==> config.mk <==
export PLATFORM = sky130hd
export DESIGN_NAME = lm70_multi_reader
export DESIGN_NICKNAME = d
export VERILOG_FILES = /design/src/rtl/lm70_multi_reader.sv
export SDC_FILE = /design/constraint.sdc
export NUM_CORES = 1
export LEC_CHECK = 0
export BUFFER_PORTS_ARGS = -buffer_cell sky130_fd_sc_hd__buf_2
export CAP_MARGIN = 30
export CORE_MARGIN = 3
export CORE_UTILIZATION = 40
export CTS_CLUSTER_DIAMETER = 50
export DETAILED_ROUTE_END_ITERATION = 8
export GPL_TIMING_DRIVEN = 0
export PLACE_DENSITY = 0.6
export SLEW_MARGIN = 25
export SYNTH_ARGS = -nofsm -noshare
export SYNTH_HDL_FRONTEND = slang
export SYNTH_SLANG_ARGS = --single-unit
==> constraint.sdc <==
create_clock -name clk -period 2.2 [get_ports clk]
set_input_delay 0.11 -clock clk [delete_from_list [all_inputs] [get_ports clk]]
set_output_delay 0.11 -clock clk [all_outputs]
set_load 0.01 [all_outputs]
==> src/rtl/lm70_multi_reader.sv <==
// Round-robin poller for up to four LM70-style SPI temperature sensors on a shared SCK/SIO bus.
// Publishes each valid 11-bit reading with a strobe and keeps a per-channel alarm with hysteresis.
module lm70_multi_reader #(
  parameter int NUM_CH     = 2,
  parameter int CLK_DIV    = 1,
  parameter int GAP_CYCLES = 4,
  parameter int HYST       = 2
) (
  input  logic              clk,
  input  logic              rst_n,
  input  logic              enable,
  input  logic              sio,
  input  logic [8:0]        hi_thresh,
  output logic [NUM_CH-1:0] cs_n,
  output logic              sck,
  output logic              valid,
  output logic [1:0]        ch_id,
  output logic [10:0]       temp_q,
  output logic [8:0]        temp_int,
  output logic              frame_err,
  output logic [NUM_CH-1:0] alarm
);
  typedef enum logic [2:0] {IDLE, SETUP, SHIFT, HOLD, LATCH, GAP} state_t;

  localparam logic [15:0] DIV_LAST = 16'(CLK_DIV - 1);
  localparam logic [15:0] GAP_LAST = 16'(GAP_CYCLES - 1);
  localparam logic [1:0]  CH_LAST  = 2'(NUM_CH - 1);

  state_t      state, state_nxt;
  logic [15:0] cnt, cnt_nxt;
  logic [4:0]  falls, falls_nxt;
  logic [1:0]  ch, ch_nxt;
  logic        sck_nxt, shift_en;
  logic [15:0] shreg;

  always_comb begin
    state_nxt = state;
    cnt_nxt   = cnt + 16'd1;
    falls_nxt = falls;
    sck_nxt   = sck;
    ch_nxt    = ch;
    shift_en  = 1'b0;
    case (state)
      IDLE: begin
        cnt_nxt = '0;
        sck_nxt = 1'b0;
        if (enable) state_nxt = SETUP;
      end
      SETUP: if (cnt == DIV_LAST) begin
        state_nxt = SHIFT;
        cnt_nxt   = '0;
        falls_nxt = '0;
      end
      SHIFT: if (cnt == DIV_LAST) begin
        cnt_nxt = '0;
        sck_nxt = ~sck;
        // sio is captured on the same edge that raises sck
        if (!sck) shift_en = 1'b1;
        else begin
          falls_nxt = falls + 5'd1;
          if (falls == 5'd15) state_nxt = HOLD;
        end
      end
      HOLD: if (cnt == DIV_LAST) begin
        state_nxt = LATCH;
        cnt_nxt   = '0;
      end
      LATCH: begin
        state_nxt = GAP;
        cnt_nxt   = '0;
      end
      GAP: if (cnt == GAP_LAST) begin
        cnt_nxt   = '0;
        ch_nxt    = (ch == CH_LAST) ? 2'd0 : ch + 2'd1;
        state_nxt = enable ? SETUP : IDLE;
      end
      default: state_nxt = IDLE;
    endcase
  end

  always_comb begin
    for (int i = 0; i < NUM_CH; i++)
      cs_n[i] = !((state == SETUP || state == SHIFT || state == HOLD) && ch == 2'(i));
  end

  logic               frame_ok;
  logic signed [9:0]  new_t, th, th_lo;
  assign frame_ok = (shreg[4:0] == 5'h1F);
  assign new_t    = $signed({shreg[15], shreg[15:7]});
  assign th       = $signed({hi_thresh[8], hi_thresh});
  assign th_lo    = th - 10'sd1 * HYST[9:0];

  always_ff @(posedge clk or negedge rst_n) begin
    if (!rst_n) begin
      state     <= IDLE;
      cnt       <= '0;
      falls     <= '0;
      ch        <= '0;
      sck       <= 1'b0;
      shreg     <= '0;
      valid     <= 1'b0;
      frame_err <= 1'b0;
      ch_id     <= '0;
      temp_q    <= '0;
      temp_int  <= '0;
      alarm     <= '0;
    end else begin
      state     <= state_nxt;
      cnt       <= cnt_nxt;
      falls     <= falls_nxt;
      ch        <= ch_nxt;
      sck       <= sck_nxt;
      valid     <= 1'b0;
      frame_err <= 1'b0;
      if (shift_en) shreg <= {shreg[14:0], sio};
      if (state == LATCH) begin
        ch_id <= ch;
        if (frame_ok) begin
          valid    <= 1'b1;
          temp_q   <= shreg[15:5];
          temp_int <= shreg[15:7];
          for (int i = 0; i < NUM_CH; i++) begin
            if (ch == 2'(i)) begin
              if (new_t >= th)         alarm[i] <= 1'b1;
              else if (new_t < th_lo)  alarm[i] <= 1'b0;
            end
          end
        end else begin
          frame_err <= 1'b1;
        end
      end
    end
  end
endmodule
==> results_dict.tcl, run 1 <==
set metrics [dict create \
    ios 42 \
    nets 446 \
    grt_usage 0.154 \
    post_synth.cell_area_avg_um2 9.90 \
    rsz0062_at_grt "true" \
    synth_top_area_frac 0.439 \
    num_antenna_cells 0 \
    clock_latency_ns 0.33 \
    leakagePower_nw 2.06 \
    powerDensity_nw_per_um2 871 \
    synth_most_common_cell "dfrtp_1" \
    ir_drop_mv 0.485 \
    skew_ns 0.00754 \
    grt.overflow.total 0 \
    crit_type "reg2reg" \
    fin_crit_ns 2.17 \
    met2_length_um 3270 \
    status "finished, final reports clean" \
    fillCellCount 792 \
    antenna_found_initial 0 \
    syn-num-nets 381 \
    wl_met1_um 3540 \
    tightest_slew_ns 0.754 \
    clk_pin_slew_worst_paths_ns 0.06 \
    async_reset_ff_frac 1.00 \
    period_share 0.987 \
    grt_pass1_vias 2616 \
    critPathCaptureType "flop" \
    grt_max_degree 61 \
    synth_edf_count 0 \
    cts_root_buf "clkbuf_8" \
    hold_ws_ns 0.0687 \
    synth-seq-area-share 0.439 \
    cts_sinks 60 \
    drv_slew 0 \
    ys.flop_type "dfrtp_1" \
    synth_area_leaders "dfrtp_1 (44%), ha_1 (8.4%), nand2_1 (5.6%), mux2_4 (3.5%), xnor2_1 (3.3%)" \
    path_max_fanout 8 \
    synthCells 345 \
    area_growth_pct 21.6 \
    drt_iter0_drc 73 \
    wl_um 7220 \
    ant_nets 0 \
    drc 0 \
    start_kind "flop" \
    wl_per_cell_um 13.9 \
    core_um2 8260 \
    die_w_um 98.4 \
    max_cap_violations 0 \
    grt_pass1_wl_um 12100 \
    globalplace.congestion 0.858 \
    drt_first_pass_iters 4 \
    die_area_um2 9690 \
    cts.htree.levels 3 \
    drive_above_1_share 0.274 \
    die_y_um 98.4 \
    cp.required_ns 2.41 \
    hold_viol 0 \
    synth_cell_types 48 \
    cts_tree "built" \
    dpl.hpwl_um 5040 \
    io_buffers 41 \
    synth_largest_area_cell "dfrtp_1" \
    yosys_warnings 0 \
    cts_made_buffers 9 \
    max_freq_mhz 461 \
    clockBufferDepth 2 \
    dpl.cell_count 491 \
    crit_arrival_ns 2.38 \
    wl_met3_um 311 \
    yosys-top-cells-count "dfrtp_1 (60), nand2_1 (51), nor2_1 (29), ha_1 (23), inv_1 (22)" \
    synth_area_um2 3420 \
    avgViaCountPerCell 5.14 \
    hp-class "in2reg" \
    maxSlewHeadroom 0.497 \
    setup_violations 0 \
    via_count 2665 \
    rows 33 \
    ys_ff_latch 60 \
    fin_cells 518 \
    start_util 0.414 \
    top_layer_used "met4" \
]
[critical path, cell delays in order, from the launching register on]
cell and delay [ns]:
dfrtp_1 0.39, or4_4 0.60, nor4_4 0.31, and3_4 0.28
clkbuf_16 0.18, mux2_4 0.29
[cells in the final DEF, fill, tap and decap left out, types with 2 or more instances in the layout]
master         count
o21ai_1            2
or4_1              5
mux2_2             2
clkbuf_16          2
clkbuf_8          11
and3_1             4
a22oi_1            2
o21ai_0           15
nand4_1            6
dfrtp_1           60
or2_2              2
o41ai_1            2
clkbuf_1           6
xor2_1             9
o211ai_1           3
a21oi_1            9
o21bai_1           2
nand2b_1           2
mux2_4            15
a32oi_1            3
buf_2             40
nand2_1           51
nor2_1            29
inv_1             22
nor4_1             2
or4_4              3
nor4_4             3
ha_1              22
nor2b_1            2
xnor2_1           13
nor3_1             5
nand3_1           10
dlygate4sd3_1      2
buf_4             21
[state kept, by name (all words and copies together) (netlist names)]
register   count
cnt           16
shreg         16
temp_q        11
falls          5
state          3
alarm          2
ch             2
ch_id          2
frame_err      1
sck            1
valid          1
[routing by layer]
metal | track usage | vias to the layer above
met5 | 0 | -
met4 | 0.0630 | 0
met3 | 0.0311 | 11
met2 | 0.233 | 51
met1 | 0.216 | 1292
li1 | - | 1311
[path summary, 6_finish.rpt]
kind | from | end | slack [ns] | cells after the start
worst max register to register | cnt[6]$_DFF_PN0_ | shreg[11]$_DFFE_PN0P_ | 0.03 | 5
worst max-delay path | cnt[6]$_DFF_PN0_ | shreg[11]$_DFFE_PN0P_ | 0.03 | 5
max in group asynchronous | rst_n | temp_q[5]$_DFFE_PN0P_ | 1.31 | 2
worst min register to register | temp_q[0]$_DFFE_PN0P_ | temp_q[0]$_DFFE_PN0P_ | 0.47 | 2
min in group asynchronous | rst_n | falls[1]$_DFFE_PN0P_ | 0.39 | 2
worst min-delay path | enable | state[0]$_DFFE_PN0P_ | 0.07 | 3
[power by group]
part	switching [mW]	internal [mW]	total, mW	leakage, nW
sequential	0.143	1.24	1.38	0.817
combinational	0.632	0.622	1.25	1.15
clock	0.410	0.571	0.982	0.0983
[through the flow]
stage	power (mW)	utilization	cell area [um2]	TNS, ns	setup WS, ns
2_1_floorplan	2.12	-	3420	0	0.00608
3_3_place_gp	2.38	0.455	3760	-3.91	-0.203
3_5_place_dp	2.40	0.455	3760	-3.74	-0.189
4_1_cts	3.42	0.485	4010	-0.417	-0.0408
5_1_grt	3.83	0.503	4150	-0.269	-0.0331
6_report	3.62	0.503	4150	0	0.0293
[layout make-up]
class	count	area, um2	area share
well taps	105	131	0.0316
flip-flops and latches	60	1500	0.361
repair buffers	56	360	0.0867
plain buffers	17	121	0.0292
clock buffers	12	155	0.0373
multi-input cells	243	1760	0.424
clock inverters	2	35.0	0.00843
inverters	23	86.3	0.0208
[repair_timing]
action	4_1_cts	5_1_grt
setup buffers	6	5
gates resized for setup	2	18
endpoints found under the hold margin	61	0
gates cloned	0	2
hold buffers	2	0
pin swaps	5	2
setup endpoints to repair	37	40
[cells by family (layout without fill, tap and decap cells)]
group / Yosys count / in the layout / synth area share
AOI/OAI and AO/OA: 48 / 48 / 0.0908
and+or+nand+nor: 133 / 133 / 0.199
DFF: 60 / 60 / 0.439
xor gates and xnor gates: 22 / 22 / 0.0564
muxes: 17 / 17 / 0.0648
buffers and inverters: 42 / 110 / 0.0652
adders and majority gates: 23 / 23 / 0.0842
No activity file was read; power rests on OpenSTA's default activity.
==> inputs of run 2 (changes only) <==
--- a/config.mk
+++ b/config.mk
@@ -13,6 +13,7 @@
 export DETAILED_ROUTE_END_ITERATION = 8
 export GPL_TIMING_DRIVEN = 0
 export PLACE_DENSITY = 0.6
+export REMOVE_ABC_BUFFERS = 1
 export SLEW_MARGIN = 25
 export SYNTH_ARGS = -nofsm -noshare
 export SYNTH_HDL_FRONTEND = slang
==> run 2 against run 1 <==
Against the previous run: first-iteration DRC count grew 78%; power down 5.4%; clock power down 13%; utilization is 2.0 points lower; sequential share of layout area rose by 1.6 points; die area stayed put; sequential power up 6%; routed wire length decreased by 5.0%; via count shrank 4.7%; critical endpoint is now shreg[0]$_DFFE_PN0P_; largest power group unchanged.
==> results_dict.tcl, run 2 (same netlist as run 1, synthesis figures left out) <==
set metrics [dict create \
    status "finished, final reports clean" \
    grt.overflow.total 0 \
    drv_slew 0 \
    clock_latency_ns 0.33 \
    area_growth_pct 16.7 \
    layout_commonest_cell "dfrtp_1" \
    max_freq_mhz 461 \
    dpl.hpwl_um 4590 \
    path_max_fanout 5 \
    finalInstanceArea_um2 3990 \
    path_depth 4 \
    die_y_um 98.4 \
    hold_depth 2 \
    skew_ns 0.00721 \
    cts.htree.levels 3 \
    finalSetupTns_ns 0 \
    max_stage_delay_ns 0.59 \
    hold_viol 0 \
    num_antenna_cells 0 \
    wl_per_cell_um 13.7 \
    core_um2 8260 \
    globalplace.congestion 0.758 \
    path_delay_family "simple AND/OR/NAND/NOR gates" \
    cts_tree "built" \
    globalRouteMet1Util 0.220 \
    grt_max_degree 61 \
    cts_root_buf "clkbuf_8" \
    grt_busiest_layer "met1" \
    crit_arrival_ns 2.38 \
    fin_crit_ns 2.17 \
    path_buf_inv 0 \
    ant_nets 0 \
    grt_pass1_vias 2399 \
    grt_pass1_wl_um 11800 \
    top_regs "cnt (16), shreg (16), temp_q (11)" \
    period_share 0.986 \
    die_w_um 98.4 \
    grt_usage 0.150 \
    wl_um 6860 \
    io_buffers 41 \
    layout_common_cells "dfrtp_1 (56), nand2_1 (51), buf_2 (40), nor2_1 (29), ha_1 (23)" \
    die_area_um2 9690 \
    powerDensity_nw_per_um2 858 \
    drt_iter0_drc 130 \
    critPathCaptureType "flop" \
    maxSlewHeadroom 0.493 \
    clockBufferDepth 2 \
    ir_drop_mv 0.509 \
    crit_type "reg2reg" \
    cp_slowest_cell "or4_4" \
    start_kind "flop" \
    setup_violations 0 \
    postPlaceCellArea_um2 3620 \
    rsz0062_at_grt "true" \
    tightest_slew_ns 0.761 \
    r2r_cells 4 \
    cts_made_buffers 9 \
    gr-usage-met2 0.217 \
    avgViaCountPerCell 5.08 \
    drive_above_1_share 0.266 \
    leakagePower_nw 1.96 \
    drt_first_pass_iters 4 \
    rows 33 \
    drc 0 \
    path_cells "or4_4 -> nor4_4 -> and3_4 -> mux2_2" \
    nets 427 \
    antenna_found_initial 0 \
    via_count 2540 \
    start_util 0.414 \
    max_cap_violations 0 \
    use_met3 0.0389 \
    cp.required_ns 2.42 \
    ios 42 \
    hp-class "in2reg" \
    cts_sinks 60 \
    clk_pin_slew_worst_paths_ns 0.06 \
]
-- run 2: per-layer routing --
metal  vias up  routed length, um
li1       1283                  -
met1      1217               3470
met2        32               3090
met3         8                205
met4         0                 91
met5         -                  0
-- run 2: final timing paths --
check	startpoint	endpoint	slack [ns]
min in group asynchronous	rst_n	falls[1]$_DFFE_PN0P_	0.39
worst max-delay path	cnt[14]$_DFF_PN0_	shreg[0]$_DFFE_PN0P_	0.03
worst min register to register	temp_q[0]$_DFFE_PN0P_	temp_q[0]$_DFFE_PN0P_	0.48
max in group asynchronous	rst_n	state[0]$_DFFE_PN0P_	1.25
worst min-delay path	sio	shreg[0]$_DFFE_PN0P_	0.01
worst max register to register	cnt[14]$_DFF_PN0_	shreg[0]$_DFFE_PN0P_	0.03
-- run 2: what timing repair did --
action,4_1_cts,5_1_grt
hold buffers,1,0
hold endpoints to repair,60,0
gates resized for setup,11,14
gates cloned,2,0
setup buffers,7,3
pin swaps,5,4
endpoints found under the setup margin,50,38
-- run 2: metrics by stage --
| step | total power, mW | worst slack [ns] | hold slack (ns) | util | cells |
|---|---|---|---|---|---|
| 2_1_floorplan | 2.02 | -0.303 | -0.186 | - | 326 |
| 3_3_place_gp | 2.27 | -0.558 | 0.347 | 0.438 | 472 |
| 3_5_place_dp | 2.28 | -0.576 | 0.232 | 0.438 | 472 |
| 4_1_cts | 3.39 | 0.00960 | 0.000521 | 0.476 | 497 |
| 5_1_grt | 3.66 | -0.0216 | 0.00722 | 0.483 | 500 |
| 6_report | 3.42 | 0.0314 | 0.0130 | 0.483 | 500 |
-- run 2: layout make-up --
class,instances,area [um2]
fillers,772,4270
multi-input cells,245,1790
flip-flops and latches,60,1510
repair buffers,52,305
clock buffers,13,159
well taps,105,131
inverters,23,86.3
clock inverters,2,10.0
-- run 2: power by group --
part	total, mW	switching (mW)	internal (mW)
combinational	1.10	0.547	0.552
clock	0.859	0.398	0.461
sequential	1.46	0.221	1.24
total	3.42	1.17	2.26
==> inputs of run 3 (changes only) <==
--- a/config.mk
+++ b/config.mk
@@ -12,7 +12,7 @@
 export CTS_CLUSTER_DIAMETER = 50
 export DETAILED_ROUTE_END_ITERATION = 8
 export GPL_TIMING_DRIVEN = 0
-export PLACE_DENSITY = 0.6
+export PLACE_DENSITY = 0.62
 export REMOVE_ABC_BUFFERS = 1
 export SLEW_MARGIN = 25
 export SYNTH_ARGS = -nofsm -noshare
==> run 3 against run 2 <==
Against the previous run: die area unchanged; critical path type unchanged; non-clock buffer count up 6; clock skew rose by 0.0028 ns; largest cell class unchanged; maximum frequency is 0.98% higher; flip-flop and latch count is the same.
==> results_dict.tcl, run 3 (same netlist as run 1, synthesis figures left out) <==
set metrics [dict create \
    start_util 0.414 \
    grt_usage 0.151 \
    layout_commonest_cell "dfrtp_1" \
    wl_um 6920 \
    clock_latency_ns 0.34 \
    hold_start "enable" \
    skew_ns 0.0100 \
    finalInstanceArea_um2 4090 \
    cts_root_buf "clkbuf_8" \
    cts.htree.levels 3 \
    startpoint "cnt[8]$_DFF_PN0_" \
    clk_pin_slew_worst_paths_ns 0.07 \
    cts_sinks 60 \
    maxSlewHeadroom 0.509 \
    path_cells "or4_4 -> nor4_4 -> and3_4 -> buf_8 -> mux2_4" \
    core_um2 8260 \
    grt_max_degree 61 \
    r2r_start "cnt[8]$_DFF_PN0_" \
    wl_per_cell_um 13.7 \
    ant_nets 0 \
    drv_slew 0 \
    cts_tree "built" \
    status "finished, final reports clean" \
    leakagePower_nw 2.01 \
    fillCellCount 771 \
    die_y_um 98.4 \
    cp_slowest_cell "or4_4" \
    met2_length_um 3260 \
    layout_common_cells "dfrtp_1 (57), nand2_1 (51), buf_2 (40), nor2_1 (29)" \
    crit_type "reg2reg" \
    clockBufferDepth 2 \
    grt_pass1_vias 2550 \
    rows 33 \
    wl_met1_um 3310 \
    nets 431 \
    top_layer_used "met4" \
    ir_drop_mv 0.313 \
    max_stage_delay_ns 0.59 \
    max_cap_violations 0 \
    critPathCaptureType "flop" \
    rsz0062_at_grt "true" \
    cts_made_buffers 9 \
    hold_viol 0 \
    powerDensity_nw_per_um2 904 \
    via_count 2573 \
    crit_arrival_ns 2.37 \
    grt.overflow.total 0 \
    globalplace.congestion 0.769 \
    power_mw 3.69 \
    finalSetupTns_ns 0 \
    avgViaCountPerCell 5.10 \
    drc 0 \
    dpl.cell_count 472 \
    drt_iter0_drc 122 \
    io_buffers 41 \
    period_share 0.976 \
    path_max_fanout 8 \
    cp.required_ns 2.43 \
    die_area_um2 9690 \
    ios 42 \
    wl_met3_um 204 \
    grt_pass1_wl_um 12000 \
    hp-class "in2reg" \
    tightest_slew_ns 0.736 \
    drive_above_1_share 0.270 \
    top_regs "cnt (16), shreg (16), temp_q (11)" \
    start_kind "flop" \
    setup_violations 0 \
    fin_cells 505 \
    num_antenna_cells 0 \
    max_freq_mhz 466 \
    antenna_found_initial 0 \
    postPlaceCellArea_um2 3620 \
    dpl.hpwl_um 4740 \
    area_growth_pct 19.6 \
    drt_first_pass_iters 4 \
    die_w_um 98.4 \
    fin_crit_ns 2.15 \
]
run 3: layout make-up:
type / instances / area, um2 / share of cell area
Timing Repair Buffer: 58 / 368 / 0.0900
Clock buffer: 12 / 145 / 0.0355
Multi-Input combinational cell: 243 / 1780 / 0.435
Clock inverter: 4 / 72.6 / 0.0178
Sequential cell: 60 / 1510 / 0.368
Inverter: 23 / 86.3 / 0.0211
Tap cell: 105 / 131 / 0.0322
run 3: repair_timing:
action / CTS / global route
setup buffers: 8 / 7
endpoints found under the setup margin: 50 / 38
hold buffers: 2 / 0
hold endpoints to repair: 61 / 0
pin swaps: 3 / 6
resized for setup: 12 / 20
run 3: path summary, 6_finish.rpt:
path	end	slack, ns	cells after the start
min in group asynchronous	falls[1]$_DFFE_PN0P_	0.38	2
min	state[0]$_DFFE_PN0P_	0.06	3
max reg2reg	shreg[8]$_DFFE_PN0P_	0.05	5
max	shreg[8]$_DFFE_PN0P_	0.05	5
min reg2reg	temp_q[1]$_DFFE_PN0P_	0.48	2
max in group asynchronous	state[1]$_DFFE_PN0P_	1.30	2
run 3: worst max-delay path: cells and delay by family, from the launching register on:
kind | cells | cell delay (ns)
buffers and inverters | 1 | 0.15
DFF | 1 | 0.40
muxes | 1 | 0.30
and+or+nand+nor | 3 | 1.17
run 3: through the flow:
stage | hold WS [ns] | worst slack (ns) | utilization
finish | 0.0603 | 0.0525 | 0.495
global route | 0.0880 | -0.0167 | 0.495
CTS | 0.0454 | 0.00420 | 0.482
detailed placement | 0.225 | -0.542 | 0.438
global placement | 0.347 | -0.552 | 0.438
floorplan | -0.186 | -0.303 | -
run 3: layer usage:
layer,vias to the layer above,global-route usage
met4,0,0.0630
li1,1282,-
met2,37,0.232
met5,-,0
met3,14,0.0311
met1,1240,0.209
run 3: report_power, final:
part | switching [mW] | internal (mW)
Combinational | 0.539 | 0.593
Clock | 0.427 | 0.668
Sequential | 0.221 | 1.24
